<file path="config.mk">
export PLATFORM = sky130hd
export DESIGN_NAME = spi_rx_serf
export DESIGN_NICKNAME = d
export VERILOG_FILES = /design/src/rtl/spi_rx_serf.sv
export SDC_FILE = /design/constraint.sdc
export NUM_CORES = 1
export LEC_CHECK = 0
export ABC_AREA = 1
export CAP_MARGIN = 10
export CORE_MARGIN = 2
export CORE_UTILIZATION = 59
export CTS_CLUSTER_DIAMETER = 40
export DETAILED_ROUTE_END_ITERATION = 7
export MAX_ROUTING_LAYER = met4
export PLACE_DENSITY = 0.9
export SKIP_LAST_GASP = 1
export SLEW_MARGIN = 20
export SYNTH_ARGS = -nofsm -noshare
export SYNTH_HDL_FRONTEND = slang
export SYNTH_SLANG_ARGS = --single-unit
</file>
<file path="constraint.sdc">
create_clock -name clk -period 2.76 [get_ports clk]
set_input_delay 0.414 -clock clk [delete_from_list [all_inputs] [get_ports clk]]
set_output_delay 0.414 -clock clk [all_outputs]
set_load 0.005 [all_outputs]
</file>
<file path="src/rtl/spi_rx_serf.sv">
// SPI serf receiver: synchronizes SS_n/SCLK/MOSI to clk and reassembles 8/16-bit frames.
// A good frame updates rx_data with a rdy pulse; a wrong bit count gives a frame_err pulse.
module spi_rx_serf #(
    parameter int unsigned SYNC_STAGES = 2
) (
    input  logic        clk,
    input  logic        rst,
    input  logic        SS_n,
    input  logic        SCLK,
    input  logic        MOSI,
    input  logic        pos_edge,
    input  logic        width8,
    output logic [15:0] rx_data,
    output logic        rdy,
    output logic        frame_err
);

    typedef enum logic {StIdle, StRx} state_t;

    logic [SYNC_STAGES-1:0] r_ss_sync, r_sclk_sync, r_mosi_sync;
    logic                   r_ss_hist, r_sclk_hist;
    state_t                 r_state, w_state_d;
    logic                   r_mode_pos, r_mode_w8;
    logic [4:0]             r_bit_cnt;
    logic [15:0]            r_shreg;
    logic [15:0]            r_rx_data;
    logic                   r_good_q, r_bad_q, r_rdy, r_frame_err;

    logic w_ss, w_sclk, w_mosi;
    logic w_ss_fall, w_ss_rise, w_sclk_rise, w_sclk_fall, w_sample;
    logic w_start, w_shift, w_end, w_cnt_ok, w_good, w_bad;

    // Chains reset low, so a frame already running at reset release never shows a fall.
    always_ff @(posedge clk or posedge rst) begin
        if (rst) begin
            r_ss_sync   <= '0;
            r_sclk_sync <= '0;
            r_mosi_sync <= '0;
            r_ss_hist   <= 1'b0;
            r_sclk_hist <= 1'b0;
        end else begin
            r_ss_sync   <= {r_ss_sync[SYNC_STAGES-2:0], SS_n};
            r_sclk_sync <= {r_sclk_sync[SYNC_STAGES-2:0], SCLK};
            r_mosi_sync <= {r_mosi_sync[SYNC_STAGES-2:0], MOSI};
            r_ss_hist   <= w_ss;
            r_sclk_hist <= w_sclk;
        end
    end

    assign w_ss        = r_ss_sync[SYNC_STAGES-1];
    assign w_sclk      = r_sclk_sync[SYNC_STAGES-1];
    assign w_mosi      = r_mosi_sync[SYNC_STAGES-1];
    assign w_ss_fall   = r_ss_hist & ~w_ss;
    assign w_ss_rise   = ~r_ss_hist & w_ss;
    assign w_sclk_rise = ~r_sclk_hist & w_sclk;
    assign w_sclk_fall = r_sclk_hist & ~w_sclk;
    assign w_sample    = r_mode_pos ? w_sclk_fall : w_sclk_rise;

    always_ff @(posedge clk or posedge rst) begin
        if (rst) r_state <= StIdle;
        else     r_state <= w_state_d;
    end

    always_comb begin
        w_state_d = r_state;
        unique case (r_state)
            StIdle: if (w_ss_fall) w_state_d = StRx;
            StRx:   if (w_ss_rise) w_state_d = StIdle;
            default: w_state_d = StIdle;
        endcase
    end

    // A sample edge coinciding with the end of frame is dropped.
    always_comb begin
        w_start  = (r_state == StIdle) & w_ss_fall;
        w_shift  = (r_state == StRx) & w_sample & ~w_ss_rise;
        w_end    = (r_state == StRx) & w_ss_rise;
        w_cnt_ok = (r_bit_cnt == (r_mode_w8 ? 5'd8 : 5'd16));
        w_good   = w_end & w_cnt_ok;
        w_bad    = w_end & ~w_cnt_ok;
    end

    always_ff @(posedge clk or posedge rst) begin
        if (rst) begin
            r_mode_pos  <= 1'b0;
            r_mode_w8   <= 1'b0;
            r_bit_cnt   <= 5'd0;
            r_shreg     <= 16'h0000;
            r_rx_data   <= 16'h0000;
            r_good_q    <= 1'b0;
            r_bad_q     <= 1'b0;
            r_rdy       <= 1'b0;
            r_frame_err <= 1'b0;
        end else begin
            if (w_start) begin
                r_mode_pos <= pos_edge;
                r_mode_w8  <= width8;
                r_bit_cnt  <= 5'd0;
                r_shreg    <= 16'h0000;
            end else if (w_shift) begin
                r_shreg   <= {r_shreg[14:0], w_mosi};
                r_bit_cnt <= (r_bit_cnt == 5'd31) ? r_bit_cnt : r_bit_cnt + 5'd1;
            end
            if (w_good) r_rx_data <= r_mode_w8 ? {8'h00, r_shreg[7:0]} : r_shreg;
            r_good_q    <= w_good;
            r_bad_q     <= w_bad;
            r_rdy       <= r_good_q;
            r_frame_err <= r_bad_q;
        end
    end

    assign rx_data   = r_rx_data;
    assign rdy       = r_rdy;
    assign frame_err = r_frame_err;

endmodule

</file>
==> results.md, run 1 <==
Floorplanning:
- The die covers 4140 um^2.
- The floorplan step defined a core boundary enclosing around 3400 um^2.
- The die is approximately 64 um tall.
- The effective utilization at floorplan is 62.9%.
- The floorplan die width is between 60 and 70 um.
- During I/O placement, the number of pins put on the boundary was 25.
- In this run the core area contains 21 standard-cell rows.

Clock network:
- The H-tree generated during clock tree synthesis spans 2 levels.
- The number of gates given a new drive strength after cts is 0.
- The clock slew at the register clock pins of the worst setup and hold paths is 0.13 ns.
- In this run the post-CTS setup repair buffer count came out at 0.
- The number of buffers added to fix hold violations after cts is 0.
- The clock sink count is 52.
- Counting the buffers created by CTS gives 5.
- The master cell of the clock root buffer is sky130_fd_sc_hd__clkbuf_4.
- TritonCTS built the clock tree.
- The clock latency on the worst-skew pair is 0.36 ns.
- No sink is reached through more buffers than the 2 on the longest clock path.

Power and ir drop:
- After layout, the design draws a total of 1400 uW.
- The areal power density over the cells is 571 nW/um^2.
- The worst-case vdd ir drop is 0.473 mV.
- The analysis attributes to cell leakage a power of 0.00120 uW.

Route:
- The number of DRC markers after the initial detailed-route iteration is 95.
- For this run, design rule violations remaining after detail routing come to 0.
- The routed design has 3540 um of wire.
- The detailed router placed 1526 vias in this run.
- The pre-antenna-repair detailed-routing pass consisted of 4 iterations.
- Once detail routing completed, the nets flagged for antenna violations numbered 0.
- The detailed-route vias per instance is between 5 and 6.
- The routed wirelength normalized by instance count is 12.0 um.

Timing:
- The final-report max-slew violation count is 0.
- The relative max-transition margin is about 52%.
- The clock skew after layout is between 0.008 and 0.009 ns.
- After layout, the worst setup slack is 0.956 ns.
- Counting I/O delays and the setup requirement, the final critical path takes 1.80 ns.
- The count of final hold-check violations came to 0.
- At the pin with the least slew margin, the transition time is 0.724 ns.
- Setup violations remaining at the end of the flow were counted as 0.
- The final critical-path share of the clock period is 65.4%.
- The fmax is roughly 0.55 GHz.
- Setup repair after global routing left no endpoint under its margin.
- Adding up every negative setup slack in the final design gives 0 ns.

Logic synthesis:
- The commonest register cell after synthesis is sky130_fd_sc_hd__dfrtp_1.
- The total of warnings raised by yosys is 0.
- The gate count of the mapped netlist is between 200 and 250.
- When the netlist entered floorplanning its net count stood at ~240.
- The netlist area before placement is 2150 um^2.
- In the synthesized netlist, the cells that appear most often are sky130_fd_sc_hd__nand2_1, sky130_fd_sc_hd__dfrtp_1, sky130_fd_sc_hd__nand3_1.
- The cell with the most instances after synthesis is sky130_fd_sc_hd__nand2_1.
- By area the synthesized netlist is led by sky130_fd_sc_hd__dfrtp_1, sky130_fd_sc_hd__nand2_1, sky130_fd_sc_hd__nand3_1.
- The number of enable-type register cells in the synthesized netlist is 0.
- The largest area contributor in the netlist is sky130_fd_sc_hd__dfrtp_1.
- Counting distinct cell types in the post-synthesis netlist gives 20.
- Of the synthesized area, sequential elements account for 60.6%.
- The fraction of registers with async set or reset after synthesis is between 90% and 100%.
- In this run the biggest area consumer among cell types represents between 60% and 70% of the synthesized area.
- The synthesized design contains 52 register bits.
- In this run the mean area of a mapped cell was 9.50 um^2.

Worst setup path:
- STA puts the critical path data required time at 3.05 ns.
- For this design, the slowest cell found on the critical path is sky130_fd_sc_hd__nand2_1.
- For flop-to-flop paths, the worst setup slack is between 0.9 and 1 ns.
- The instance count on the critical path is 8.
- Along the worst path, the maximum fanout reaches 26.
- The critical path data arrival time is 2.09 ns.
- The worst setup path is of the reg -> reg kind.
- The buffers plus inverters on the worst setup path is 3.
- The signal on the critical path passes through inv_1 > nor2_1 > nand2_1 > buf_4 > nand2_1 > inv_1 > nor2_1 > a21oi_1.
- The critical path startpoint category is a flop.
- The gate family responsible for the most delay along the worst path is simple AND/OR/NAND/NOR gates.
- The delay of the slowest cell on the worst path is 0.54 ns.
- The worst register-to-register path has a depth of 8.
- The type of destination of the critical path is a flop.

Cells and area:
- The sequential cells in the finished layout cover a total of 1300 um^2.
- Cells with a size suffix above 1 make up 10.4% of the layout.
- The final net count is 259.
- The area occupied by multi-input gates is approximately 710 um^2.
- The filler cell count is 264.
- From synthesis to final layout, the design area changed by 14.3%.
- The antenna diode count is 0.

Place:
- Once detailed placement completed, the half-perimeter wirelength came to 2410 um.
- Before CTS, the worst setup slack after placement is roughly 1 ns.
- Routability-driven placement finished with a final weighted congestion of 0.803.
- Input and output buffers added on the ports amount to 24.

GRT:
- The maximum number of pins on one net before global-route repair is 53.
- The initial antenna violation count came to 0.
- The first global-routing pass estimated roughly 6500 um of wire.
- The via count of the first global-routing pass was 1504.
- Global routing finished with a remaining overflow of 0.
- The aggregate global-route resource usage is 21.1%.

Min path:
- The path type of the worst min-delay path is reg -> reg.
- The number of cells on the worst hold path is 0.

Flow run:
- The max-capacitance violation count is 0.

Outcome:
- The flow ran to the end, and the final reports show no timing, DRC or antenna violations.
==> final cells by class <==
class	instances	area share, %
Sequential cell	52	53.0
Inverter	19	2.96
Multi-Input combinational cell	145	28.8
Tap cell	46	2.35
Clock inverter	2	0.408
Clock buffer	6	2.09
Timing Repair Buffer	26	10.4
==> worst register-to-register path: cells and delay by family (launching register included) <==
| family | cells | cell delay [ns] |
|---|---|---|
| buffers and inverters | 3 | 0.51 |
| and+or+nand+nor | 4 | 0.73 |
| DFF | 1 | 0.38 |
| AOI/OAI and AO/OA | 1 | 0.13 |
==> stage by stage <==
step                      util (%)  hold WS (ns)  area [um^2]  std cells
after global routing          71.8         0.373         2450        296
after global placement        70.0         0.333         2390        288
after floorplan                  -         0.331         2150        226
after CTS                     71.8         0.368         2450        296
final                         71.8         0.365         2450        296
after detailed placement      70.0         0.337         2390        288
==> placed cells by master (no fill, tap or decap) <==
cell type / netlist / layout
sky130_fd_sc_hd__a21oi_1: 3 / 3
sky130_fd_sc_hd__a21oi_2: 2 / 2
sky130_fd_sc_hd__buf_4: 0 / 2
sky130_fd_sc_hd__clkbuf_4: 0 / 5
sky130_fd_sc_hd__clkbuf_8: 0 / 1
sky130_fd_sc_hd__clkdlybuf4s50_1: 0 / 24
sky130_fd_sc_hd__clkinv_2: 1 / 3
sky130_fd_sc_hd__dfrtp_1: 52 / 52
sky130_fd_sc_hd__ha_1: 3 / 3
sky130_fd_sc_hd__inv_1: 17 / 16
sky130_fd_sc_hd__inv_2: 1 / 2
sky130_fd_sc_hd__nand2_1: 82 / 82
sky130_fd_sc_hd__nand3_1: 20 / 20
sky130_fd_sc_hd__nand3_2: 1 / 1
sky130_fd_sc_hd__nand3_4: 1 / 1
sky130_fd_sc_hd__nand4_1: 1 / 1
sky130_fd_sc_hd__nor2_1: 6 / 6
sky130_fd_sc_hd__o21ai_0: 11 / 11
sky130_fd_sc_hd__o21ai_1: 4 / 4
sky130_fd_sc_hd__o21ai_2: 9 / 9
sky130_fd_sc_hd__xor2_1: 2 / 2
==> cells by family (layout without fill, tap and decap cells) <==
logic type | Yosys count | after routing | share of synthesized area (%)
buffers and inverters | 29 | 53 | 6.53
adder cells (fa/ha/maj) | 3 | 3 | 1.75
flip-flops | 52 | 52 | 60.6
AND/OR/NAND/NOR | 111 | 111 | 21.6
XOR/XNOR | 2 | 2 | 0.816
AO/OA/AOI/OAI | 29 | 29 | 8.68
==> state kept, by name, summed over array words and instances, names as in the netlist, 2 cells and up <==
name	count
rx_data	16
r_mosi_sync	2
r_ss_sync	2
r_bit_cnt	5
r_sclk_sync	2
r_shreg	16
==> power breakdown <==
| part | switching (uW) | total [uW] | internal [uW] |
|---|---|---|---|
| Clock | 220 | 342 | 122 |
| Sequential | 44.4 | 862 | 817 |
| Combinational | 131 | 198 | 66.8 |
| Total | 396 | 1400 | 1010 |
==> final timing paths <==
check                                      endpoint                      from
setup / recovery             r_shreg[1]$_DFFE_PP0P_       r_ss_hist$_DFF_PP0_
hold / removal             r_sclk_sync[1]$_DFF_PP0_  r_sclk_sync[0]$_DFF_PP0_
setup reg to reg             r_shreg[1]$_DFFE_PP0P_       r_ss_hist$_DFF_PP0_
hold reg to reg            r_sclk_sync[1]$_DFF_PP0_  r_sclk_sync[0]$_DFF_PP0_
max in group asynchronous    rx_data[3]$_DFFE_PP0P_                       rst
min in group asynchronous   rx_data[14]$_DFFE_PP0P_                       rst
==> metal layers <==
| layer | vias to the layer above | wire [um] | track usage (%) |
|---|---|---|---|
| met4 | 0 | 51 | 6.91 |
| met5 | - | 0 | - |
| met3 | 7 | 148 | 5.63 |
| met2 | 34 | 1760 | 34.1 |
| met1 | 728 | 1580 | 26.1 |
| li1 | 757 | - | - |
Note: power is estimated with default switching activity, not from simulation.
==> inputs of run 2 (changes only) <==
- CORE_UTILIZATION: 59 -> 54
- PLACE_DENSITY: 0.9 -> 0.84
- clock period: 2.76 -> 1.8 ns (I/O delays scaled with it)
==> results.md, run 2 (same netlist as run 1, synthesis figures left out) <==
Route:
- Dividing the detail-routed via count by the number of cells gives 5.02.
- The final antenna-violating net count is 0.
- Across all layers, the routed design uses around 1500 vias.
- The uppermost signal routing layer after detailed routing is met4.
- The post-route DRC violation count is 0.
- The met2 routed wirelength is between 1500 and 2000 um.
- The routed design uses 168 um of met3 wire.
- The pre-antenna-repair detailed-routing pass consisted of 4 iterations.
- The routed wirelength normalized by instance count is 11.6 um.
- The number of DRC markers after the initial detailed-route iteration is 81.
- For this block, the routed nets add up to around 3500 um of wire.
- For this block, wires on met1 add up to about 1600 um.

Flow run:
- Across the run, the number of max-cap violations was 0.

Timing:
- The slew at the pin closest to its max-slew limit is 0.404 ns.
- For this run, the top clock speed supported by timing is 0.609 GHz.
- Summed over all failing endpoints, the final setup total negative slack is 0 ns.
- Setup repair after global routing left no endpoint under its margin.
- Headroom to the max-slew limit came out at between 70% and 80%.
- The clock period could shrink to 1.64 ns.
- The count of final hold-check violations was 0.
- The tightest hold path in the finished design has a slack of about 0.27 ns.
- The final critical-path share of the clock period is 91.2%.
- The clock skew after layout is 0.00637 ns.
- The count of endpoints failing setup in the final report is 0.
- The worst setup margin is 0.158 ns.
- The final-report max-slew violation count is 0.

Floorplanning:
- The initial utilization of the core area, before any placement, comes to ~57%.
- The overall die height is 67.1 um.
- The floorplan has 22 rows.
- The placeable core area is roughly 3700 um^2.
- The floorplan die area is 4500 um^2.
- 25 I/O pins were placed.
- Measured along the x axis, the die boundary spans 67.1 um.

Worst setup path:
- The endpoint identified for the worst register-to-register timing path is rx_data[3]$_DFFE_PP0P_.
- STA puts the critical path data required time at 1.99 ns.
- By startpoint and endpoint, the worst setup path is classified as reg -> reg.
- The critical path startpoint category is a flop.
- The launching element of the worst setup path is r_bit_cnt[0]$_DFFE_PP0P_.
- The register-to-register setup slack is 0.16 ns.
- For the worst setup path, the data arrival time is 1.83 ns.
- In this run the critical register-to-register path is launched from r_bit_cnt[0]$_DFFE_PP0P_.
- Along the worst path, the maximum fanout reaches 12.
- The cell count of the worst reg-to-reg path is 7.
- STA classifies the critical path endpoint as a flop.

GRT:
- In the global route stage, overall resource usage came out at 19.0%.
- The initial antenna violation count is 0.
- The maximum number of pins on one net before global-route repair is 36.
- The overflow left after global routing is 0.
- The first global-routing pass estimated 6110 um of wire.
- The via count of the first global-routing pass is 1440.

Clock network:
- The maximum level of the CTS H-tree is 2.
- After clock tree synthesis, the flow added hold-fix buffers numbering 0.
- The number of buffers on the longest clock path is 2.
- The TritonCTS clock tree is done.
- The clock latency on the worst-skew pair is 0.30 ns.
- The tree built by TritonCTS fans out to 52 sinks.
- Clock tree synthesis selected as its root buffer the cell sky130_fd_sc_hd__clkbuf_8.
- The buffers inserted during post-CTS setup optimization is 0.
- The clock slew at the register clock pins of the worst setup and hold paths is 0.08 ns.
- The number of buffers created by CTS is 5.
- The number of gates given a new drive strength after cts is 0.

Cells and area:
- After filler insertion, the fill cell instance count of the layout stands at about 320.
- The most common cell after layout, fill and taps aside is sky130_fd_sc_hd__nand2_1.
- The final net count is ~260.
- In the final layout, the share of cells above drive strength 1 is 11.5%.
- Once layout is done, the placed cells without fillers occupy 2540 um^2.
- The antenna diode count is 0.
- Relative to the synthesized area, the layout overhead comes to 18.1%.
- The count of cells in the finished layout, fillers not included, comes to 301.
- The top cell types in the final layout, fill and taps aside, are sky130_fd_sc_hd__nand2_1, sky130_fd_sc_hd__dfrtp_1, sky130_fd_sc_hd__clkdlybuf4s50_1, sky130_fd_sc_hd__nand3_1, sky130_fd_sc_hd__inv_1.

Place:
- At the placement stage, the worst setup path has a slack of around 0.16 ns.
- Summed over all nets, the half-perimeter wirelength after detailed placement is 2320 um.
- The congestion estimate from routability-driven global placement came to 0.883.
- The placed standard-cell area is 2430 um^2.
- The cell count after placement is 293.
- The quantity of I/O buffers inserted on ports is 24.

Power and ir drop:
- The areal power density over the cells is 910 nW/um^2.
- The static leakage power is 0.00123 uW.
- The worst-case vdd ir drop is 0.531 mV.

Min path:
- The path type of the worst min-delay path is in -> async.

Outcome:
- The run finished with clean final reports.
-- run 2: cell count changes in the layout (fill, tap and decap cells not counted), sizes merged --
cell	previous run	this run
nand3	22	23
buf	2	5
clkbuf	6	7
clkinv	3	1
-- run 2: worst max-delay path, stage by stage, from the launching register on --
cell                      delay [ns]
sky130_fd_sc_hd__dfrtp_1        0.42
sky130_fd_sc_hd__inv_1          0.10
sky130_fd_sc_hd__ha_1           0.14
sky130_fd_sc_hd__nand2_1        0.07
sky130_fd_sc_hd__a21oi_2        0.23
sky130_fd_sc_hd__nand3_2        0.34
sky130_fd_sc_hd__nand2_1        0.17
sky130_fd_sc_hd__nand2_1        0.07
-- run 2: where the power goes --
group	leakage (uW)	switching (uW)	total [uW]	internal [uW]
Sequential	0.000694	63.2	1320	1250
Combinational	0.000483	198	310	112
Clock	0.0000503	338	681	342
-- run 2: worst max path at each step --
stage | to | cells after the start
finish | rx_data[3]$_DFFE_PP0P_ | 7
global route | r_bit_cnt[3]$_DFFE_PP0P_ | 9
CTS | rx_data[0]$_DFFE_PP0P_ | 8
detailed placement | rx_data[0]$_DFFE_PP0P_ | 8
global placement | rx_data[5]$_DFFE_PP0P_ | 8
floorplan | frame_err$_DFF_PP0_ | 1
-- run 2: layout make-up --
class | instances | area (um^2) | share of cell area, %
Clock buffer | 7 | 96.3 | 3.80
Inverter | 19 | 72.6 | 2.86
Multi-Input combinational cell | 146 | 716 | 28.2
Sequential cell | 52 | 1300 | 51.3
Tap cell | 48 | 60.1 | 2.37
Timing Repair Buffer | 29 | 290 | 11.4
-- run 2: stage by stage --
stage	utilization (%)	total power (uW)
after detailed placement	64.9	1650
after global routing	67.7	2450
after floorplan	-	1570
after global placement	64.9	1640
final	67.7	2310
after CTS	67.5	2340
-- run 2: per-layer routing --
metal | vias up | global-route usage (%)
met5 | - | -
met4 | 0 | 6.63
met3 | 5 | 5.57
met2 | 36 | 31.1
met1 | 705 | 22.6
li1 | 765 | -
==> inputs of run 3 (changes only) <==
- CORE_UTILIZATION: 54 -> 61
- DONT_BUFFER_PORTS: default -> 1
==> results.md, run 3 (same netlist as run 1, synthesis figures left out) <==
Cells and area:
- The area growth from synthesis to layout is 5.54%.
- The most common cell after layout, fill and taps aside is sky130_fd_sc_hd__nand2_1.
- The number of antenna diodes in the final layout is 0.
- In the final layout, the share of cells above drive strength 1 is 12.5%.
- For this run, the post-layout net count is 241.
- Counting the fill cells in the layout gives between 200 and 300.
- The library cells used most frequently in the layout, excluding fill and tap cells, are sky130_fd_sc_hd__nand2_1, sky130_fd_sc_hd__dfrtp_1, sky130_fd_sc_hd__nand3_1, sky130_fd_sc_hd__inv_1, sky130_fd_sc_hd__o21ai_0.

Timing:
- The accumulated negative setup slack is 0 ns.
- The shortest clock period the worst path allows after layout is between 1.5 and 2 ns.
- Between clock sinks in the finished design, the worst skew comes to 0.0160 ns.
- The final-report max-slew violation count is 0.
- The count of final hold-check violations came to 0.
- In the finished design, the share of the clock period the worst path needs comes to approximately nine tenths.
- Derived from the worst setup path, the maximum achievable clock frequency is between 0.6 and 0.7 GHz.
- The worst path meets setup with approximately 0.16 ns of slack.
- Setup violations remaining at the end of the flow were counted as 0.
- The relative max-transition margin is 58.3%.
- The slew at the pin closest to its max-slew limit is roughly 0.63 ns.
- Setup repair after global routing left no endpoint under its margin.

Route:
- In the routed design, unresolved DRC markers number 0.
- The final layout contains routed wiring with a total length of 3430 um.
- After detailed routing, the average wire length per cell comes to 12.3 um.
- In this run, the number of DRC markers left after iteration 0 of detailed routing was between 60 and 70.
- The detailed-route vias per instance is ~5.2.
- The detailed router placed between 1000 and 1500 vias in this run.
- Before antenna repair, the detailed router went through 4 iterations.
- The final antenna-violating net count is 0.

Place:
- The congestion estimate from routability-driven global placement came to 0.842.
- The HPWL after detailed placement is 2300 um.
- The post-placement setup slack is 0.162 ns.
- In this run the tool buffered the top-level ports with 0 buffer cells.

Power and ir drop:
- Sequential cells burn just over 60% of the power.
- Of the total power, combinational logic draws 14.2%.
- Net switching is 29.3% of the power.
- The areal power density over the cells is 943 nW/um^2.
- The clock network fraction of design power is between 20% and 30%.
- The worst-case vdd ir drop is 0.669 mV.
- The analysis attributes to net switching a power of 627 uW.
- The internal portion of total power is 1510 uW.
- In this run the static leakage power is 0.00113 uW.

Floorplanning:
- The floorplan die width is 63.3 um.
- The die covers 4010 um^2.
- The placeable core area is 3360 um^2.
- The overall die height is 63.3 um.
- The number of top-level pins is 25.
- The placement row count is 21.
- For this configuration, the core starts out at a cell density of 63.8%.

GRT:
- The wire length of the first global-routing pass is 6130 um.
- For this run the aggregate overflow at the end of global routing stands at 0.
- The via count of the first global-routing pass is 1445.
- For this run, the total global-route usage over all layers was measured as roughly a fifth.
- The initial antenna violation count came to 0.
- Entering global routing, the biggest net connects 53 pins.

Clock network:
- After clock tree synthesis, the clock-pin slew on the worst setup and hold paths is about 0.14 ns.
- CTS placed an instance of sky130_fd_sc_hd__clkbuf_4 at the clock tree root.
- The clock sink count is 52.
- The H-tree generated during clock tree synthesis spans 2 levels.
- TritonCTS built the clock tree.
- The clock latency on the worst-skew pair is 0.37 ns.
- The number of buffers created by CTS is 5.
- Once the clock tree was built, the setup fixing pass inserted 0 buffers.
- The number of buffers on the longest clock path is 2.

Min path:
- The tightest min-delay check is of the in -> reg type.

Worst setup path:
- The required time of the critical path is 2.12 ns.
- Walking the worst path, the cells encountered are inv_1 > ha_1 > nand2_1 > a21oi_2 > nand3_4 > clkinv_2 > nand2_1 > nand2_1.
- The slowest stage of the critical path belongs to the cell sky130_fd_sc_hd__dfrtp_1.
- The critical path data arrival time is between 1.5 and 2 ns.
- The critical path startpoint category is a flop.
- Along the worst path, the maximum fanout reaches 25.
- The delay of the slowest cell on the worst path is 0.43 ns.
- STA classifies the critical path endpoint as a flop.
- The critical path is of the reg -> reg type.
- The cell with the most instances on the worst path is sky130_fd_sc_hd__nand2_1.

Flow run:
- Max-cap violations in this run came to 0.

Outcome:
- The flow ran to the end, and the final reports show no timing, DRC or antenna violations.
[run 3: critical path, delay by kind of cell, from the launching register on]
kind / cells / cell delay, ns
AND/OR/NAND/NOR: 4 / 0.50
AO/OA/AOI/OAI: 1 / 0.18
buffers and inverters: 2 / 0.32
flip-flops: 1 / 0.43
adder cells (fa/ha/maj): 1 / 0.16
[run 3: worst paths after layout]
kind	cells past startpoint	start	endpoint	slack, ns
setup / recovery	8	r_bit_cnt[0]$_DFFE_PP0P_	rx_data[3]$_DFFE_PP0P_	0.16
hold / removal	2	width8	r_mode_w8$_DFFE_PP0P_	0.05
setup reg to reg	8	r_bit_cnt[0]$_DFFE_PP0P_	rx_data[3]$_DFFE_PP0P_	0.16
hold reg to reg	0	r_sclk_sync[0]$_DFF_PP0_	r_sclk_sync[1]$_DFF_PP0_	0.37
max in group asynchronous	3	rst	rx_data[15]$_DFFE_PP0P_	0.88
min in group asynchronous	3	rst	rx_data[13]$_DFFE_PP0P_	0.50
[run 3: final cells by class]
class / count / area, um^2 / share of cell area, %
flip-flops and latches: 52 / 1300 / 57.4
well taps: 46 / 57.6 / 2.54
clock buffers: 5 / 37.5 / 1.66
repair buffers: 8 / 70.1 / 3.09
clock inverters: 3 / 21.3 / 0.939
multi-input cells: 145 / 706 / 31.1
inverters: 19 / 72.6 / 3.20
[run 3: power groups by stage]
stage | Combinational [uW] | Sequential [uW] | Clock [uW]
floorplan | 246 | 1320 | 0
detailed placement | 302 | 1340 | 0
global route | 354 | 1330 | 584
CTS | 310 | 1320 | 543
global placement | 286 | 1330 | 0
finish | 303 | 1320 | 517
[run 3: per-stage QoR]
stage	total power, uW	hold WS (ns)	utilization [%]	instances	area [um^2]
floorplan	1570	0.301	-	226	2150
global placement	1620	0.301	64.4	266	2170
detailed placement	1640	0.301	64.4	266	2170
CTS	2170	0.0386	67.4	278	2270
global route	2260	0.0370	67.4	278	2270
finish	2140	0.0545	67.4	278	2270
[run 3: metal layers]
layer | track usage [%] | wire length (um) | part of all wire [%]
met1 | 22.6 | 1550 | 45
met3 | 6.79 | 178 | 5.2
met5 | - | 0 | 0
met4 | 7.34 | 38 | 1.1
met2 | 35.1 | 1660 | 48
[run 3: repair_timing]
action,CTS,global route
setup endpoints to repair,0,3
hold buffers,4,0
hold endpoints to repair,55,0
gates resized for setup,0,1
